`config.mk`:
```
export PLATFORM = sky130hd
export DESIGN_NAME = serial_subtractor
export DESIGN_NICKNAME = d
export VERILOG_FILES = /design/src/rtl/serial_subtractor.sv
export SDC_FILE = /design/constraint.sdc
export NUM_CORES = 1
export LEC_CHECK = 0
export ABC_AREA = 1
export CAP_MARGIN = 30
export CORE_MARGIN = 2
export CORE_UTILIZATION = 50
export DETAILED_ROUTE_END_ITERATION = 16
export GPL_ROUTABILITY_DRIVEN = 0
export PLACE_DENSITY_LB_ADDON = 0.12
export SYNTH_ARGS = -nofsm -noshare
export SYNTH_HDL_FRONTEND = slang
export SYNTH_SLANG_ARGS = --single-unit
```
`constraint.sdc`:
```
create_clock -name clk -period 1.8 [get_ports clk]
set_input_delay 0.36 -clock clk [delete_from_list [all_inputs] [get_ports clk]]
set_output_delay 0.36 -clock clk [all_outputs]
set_load 0.01 [all_outputs]
```
`src/rtl/serial_subtractor.sv`:
```
// Bit-serial WIDTH-bit subtractor (a - b), LSB first, one full-subtractor cell
// plus a borrow flip-flop, wrapped in a start/busy/done handshake.
module serial_subtractor #(
    parameter int unsigned WIDTH = 8
) (
    input  logic             clk,
    input  logic             rst_n,
    input  logic             start,
    input  logic [WIDTH-1:0] a,
    input  logic [WIDTH-1:0] b,
    output logic             busy,
    output logic             done,
    output logic [WIDTH-1:0] diff,
    output logic             borrow,
    output logic             zero
);

    localparam int unsigned CW = (WIDTH > 1) ? $clog2(WIDTH) : 1;
    localparam logic [CW-1:0] LAST = CW'(WIDTH - 1);

    typedef enum logic {IDLE = 1'b0, RUN = 1'b1} state_t;

    state_t           state, state_d;
    logic [WIDTH-1:0] sa, sa_d, sb, sb_d, sr, sr_d;
    logic [CW-1:0]    cnt, cnt_d;
    logic             borrow_ff, borrow_ff_d;
    logic             busy_d, done_d, borrow_d, zero_d;
    logic [WIDTH-1:0] diff_d;

    // Full-subtractor cell on the current LSBs
    logic             d_c, bnext_c;
    logic [WIDTH-1:0] res_c;

    assign d_c     = sa[0] ^ sb[0] ^ borrow_ff;
    assign bnext_c = (~sa[0] & sb[0]) | (~(sa[0] ^ sb[0]) & borrow_ff);
    assign res_c   = {d_c, sr[WIDTH-1:1]};

    always_ff @(posedge clk or negedge rst_n) begin
        if (!rst_n) begin
            state     <= IDLE;
            sa        <= '0;
            sb        <= '0;
            sr        <= '0;
            cnt       <= '0;
            borrow_ff <= 1'b0;
            busy      <= 1'b0;
            done      <= 1'b0;
            diff      <= '0;
            borrow    <= 1'b0;
            zero      <= 1'b0;
        end else begin
            state     <= state_d;
            sa        <= sa_d;
            sb        <= sb_d;
            sr        <= sr_d;
            cnt       <= cnt_d;
            borrow_ff <= borrow_ff_d;
            busy      <= busy_d;
            done      <= done_d;
            diff      <= diff_d;
            borrow    <= borrow_d;
            zero      <= zero_d;
        end
    end

    always_comb begin
        state_d     = state;
        sa_d        = sa;
        sb_d        = sb;
        sr_d        = sr;
        cnt_d       = cnt;
        borrow_ff_d = borrow_ff;
        busy_d      = busy;
        done_d      = 1'b0;
        diff_d      = diff;
        borrow_d    = borrow;
        zero_d      = zero;

        case (state)
            IDLE: begin
                if (start) begin
                    sa_d        = a;
                    sb_d        = b;
                    borrow_ff_d = 1'b0;
                    cnt_d       = '0;
                    busy_d      = 1'b1;
                    state_d     = RUN;
                end
            end
            RUN: begin
                sa_d        = {1'b0, sa[WIDTH-1:1]};
                sb_d        = {1'b0, sb[WIDTH-1:1]};
                sr_d        = res_c;
                borrow_ff_d = bnext_c;
                cnt_d       = cnt + CW'(1);
                // Last bit: publish result and return to IDLE
                if (cnt == LAST) begin
                    diff_d   = res_c;
                    borrow_d = bnext_c;
                    zero_d   = (res_c == '0);
                    done_d   = 1'b1;
                    busy_d   = 1'b0;
                    state_d  = IDLE;
                end
            end
            default: state_d = IDLE;
        endcase
    end

endmodule

```
==> flow_summary_export.csv <==
group,metric,value,unit
grt,grt.total_usage,19.4,%
die,dieArea,3710,um2
cts,clock-root-buffer,"clkbuf_4",
pwr,power_density,1710,nW/um2
yosys,synth_top_area_cell,"dfrtp_1",
grt,grt_overflow,0,
setup_path,path_buf_inv,1,
sta,setup_slack,0.168,ns
setup_path,critPathArrivalTime,1.27,ns
cts,numCtsBuffers,5,
yosys,yosys_warnings,0,
die,die_w,60.9,um
setup_path,start_kind,"flip-flop",
yosys,syn_nets,196,
sta,report.final.slew_viol_count,0,
cts,htreeDepth,2,
cts,ctsHoldBuffers,0,
route,drc,0,
pwr,seqPwrFrac,41.0,%
yosys,syn-instance-count,174,
yosys,synth_top_area_share,61.8,%
die,start_util,52.6,%
die,die_y,60.9,um
finish,syn2layout_area_growth,30.4,%
sta,hold_viol_final,0,
cts,clock-sinks,40,
pwr,sw_frac_of_total,32.6,%
setup_path,path_cells,"clkdlybuf4s50_1",
finish,drive_gt1_share,8.92,%
cts,clkTransAtPathRegs,0.13,ns
cts,cts_resized,0,
finish,final_nets,234,
placed_design,port_buffers,30,
setup_path,end_kind,"output pin",
placed_design,dp_slack,0.325,ns
pwr,clockPowerShare,24.2,%
die,ios,31,
pwr,peakVddDrop,1.04,mV
route,vias_per_cell,4.95,
sta,period_minus_slack,1.63,ns
route,ant_nets,0,
route,firstDrtPassIters,4,
route,wire_per_inst,12.1,um
die,row_count,20,
sta,finalSetupTns,0,ns
sta,relSlewSlack,53.4,%
sta,fin_worst_skew,0.0110,ns
yosys,async_flop_share,100,%
route,first_iter_violations,47,
setup_path,max_stage_delay,0.54,ns
cts,cts_setup_buffers,0,
sta,setup_viol,0,
sta,fin_crit_sh,90.7,%
grt,antenna_found_initial,0,
hold_path,min_path_type,"input port to asynchronous set/reset pin",
yosys,ys_seq_area_share,61.8,%
yosys,ys_seq_elements,40,
setup_path,critPathKind,"flip-flop to output pin",
pwr,p_leak,0.00102,uW
job,drv_cap,0,
finish,final_util,68.6,%
cts,clkLatencyLatePin,0.36,ns
route,finalWirelength,3.11,mm
grt,grt_pass1_vias,1208,
grt,grt_max_degree,34,
setup_path,crit_required,1.44,ns
cts,cts_tree,"yes",
sta,worstMarginPinSlew,0.700,ns
yosys,synthTopCellsByArea,"dfrtp_1 (62%), nand2_1 (15%), o21ai_0 (5.3%)",
setup_path,crit_path_max_fanout,2,
outcome,status,"completed",
pwr,p_sw,1180,uW
placed_design,dpl.hpwl,2.21,mm
pwr,p_comb_share,34.8,%
setup_path,critPathTopFamily,"buffers and inverters",
sta,rsz0062_at_grt,"no",
route,vias,1273,
setup_path,critPathSlowestCell,"clkdlybuf4s50_1",
die,core_area,3080,um2
yosys,netlist_area,1620,um2
yosys,ys_types,16,
grt,grt_pass1_wl,5.13,mm
cts,cts_buffer_depth,2,
pwr,power.internal,2430,uW
yosys,synth_edf_count,0,
yosys,ys.flop_type,"dfrtp_1",
finish,num_antenna_cells,0,
sta,max_freq,613,MHz
yosys,syn_avg_cell_area,9.30,um2
## layout by cell type, fill, tap and decap left out
cell              n
inv_1            13
buf_4             7
nor2_2            2
nor2_1            8
ha_1              2
a22o_1            2
nand2_2           1
buf_2             1
clkdlybuf4s50_1  29
fa_1              1
clkbuf_4          5
dfrtp_1          40
nand3_1          13
nand2_1          66
o22ai_1           1
o211ai_1          2
o21ai_0          17
bufinv_16         3
## worst reg2reg max path, stage by stage (launching register included)
cell,delay [ns]
dfrtp_1,0.41
ha_1,0.22
ha_1,0.20
nand2_2,0.21
inv_1,0.17
nor2_1,0.12
nor2_1,0.04
## synthesized netlist by cell type, drive strengths merged (2+ instances only)
cell type,instances
nand2,67
dfrtp,40
o21ai,17
inv,13
nand3,13
nor2,10
buf,5
a22o,2
ha,2
o211ai,2
## registers in the layout, summed over array words and instances (netlist names), 3 cells and up
signal	cells
sa	8
sr	7
diff	8
sb	8
cnt	3
## routing by layer
| metal | up-vias | track usage [%] | part of all wire [%] |
|---|---|---|---|
| li1 | 624 | - | - |
| met1 | 612 | 22.7 | 43 |
| met2 | 32 | 32.7 | 50 |
| met3 | 5 | 6.40 | 5.1 |
| met4 | 0 | 8.39 | 1.5 |
| met5 | - | 0 | 0 |
## power groups by stage
stage | Sequential [uW] | Clock (uW) | Combinational (uW)
final | 1480 | 874 | 1260
after global routing | 1530 | 917 | 1430
after CTS | 1480 | 882 | 1280
after detailed placement | 1500 | 0 | 1270
after global placement | 1480 | 0 | 1220
after floorplan | 1500 | 0 | 753
## layout make-up
| class | instances | area [um2] |
|---|---|---|
| tap | 44 | 55.1 |
| fill | 269 | 967 |
| clock buffer | 5 | 37.5 |
| inverter | 13 | 48.8 |
| timing repair buffer | 37 | 348 |
| sequential | 40 | 1000 |
| multi-input combinational | 115 | 531 |
| clock inverter | 3 | 90.1 |
## metrics by stage
step / cells / power, uW / area, um2 / hold slack [ns]
final: 257 / 3610 / 2110 / 0.0321
after global routing: 257 / 3870 / 2110 / 0.0815
after CTS: 257 / 3640 / 2110 / 0.0577
after detailed placement: 249 / 2770 / 1980 / 0.450
after global placement: 249 / 2700 / 1980 / 0.448
after floorplan: 174 / 2250 / 1620 / 0.0644
## cell families after synthesis
| family | count (synthesis) | synth area share, % |
|---|---|---|
| AOI/OAI and AO/OA | 22 | 7.65 |
| adders and majority gates | 3 | 2.78 |
| buffers and inverters | 19 | 5.41 |
| and+or+nand+nor | 90 | 22.3 |
| DFF | 40 | 61.8 |
## worst paths after layout
path                       slack (ns)       to   start  cells after the start
hold / removal                   0.03   borrow   rst_n                      1
setup reg to reg                 0.34  diff[0]  cnt[0]                      6
min in group clk                 0.49    sr[4]   sr[5]                      2
max in group asynchronous        1.22    sb[4]   rst_n                      2
hold reg to reg                  0.49    sr[4]   sr[5]                      2
setup / recovery                 0.17   borrow  borrow                      1
Power figures use the tool's default switching activity.
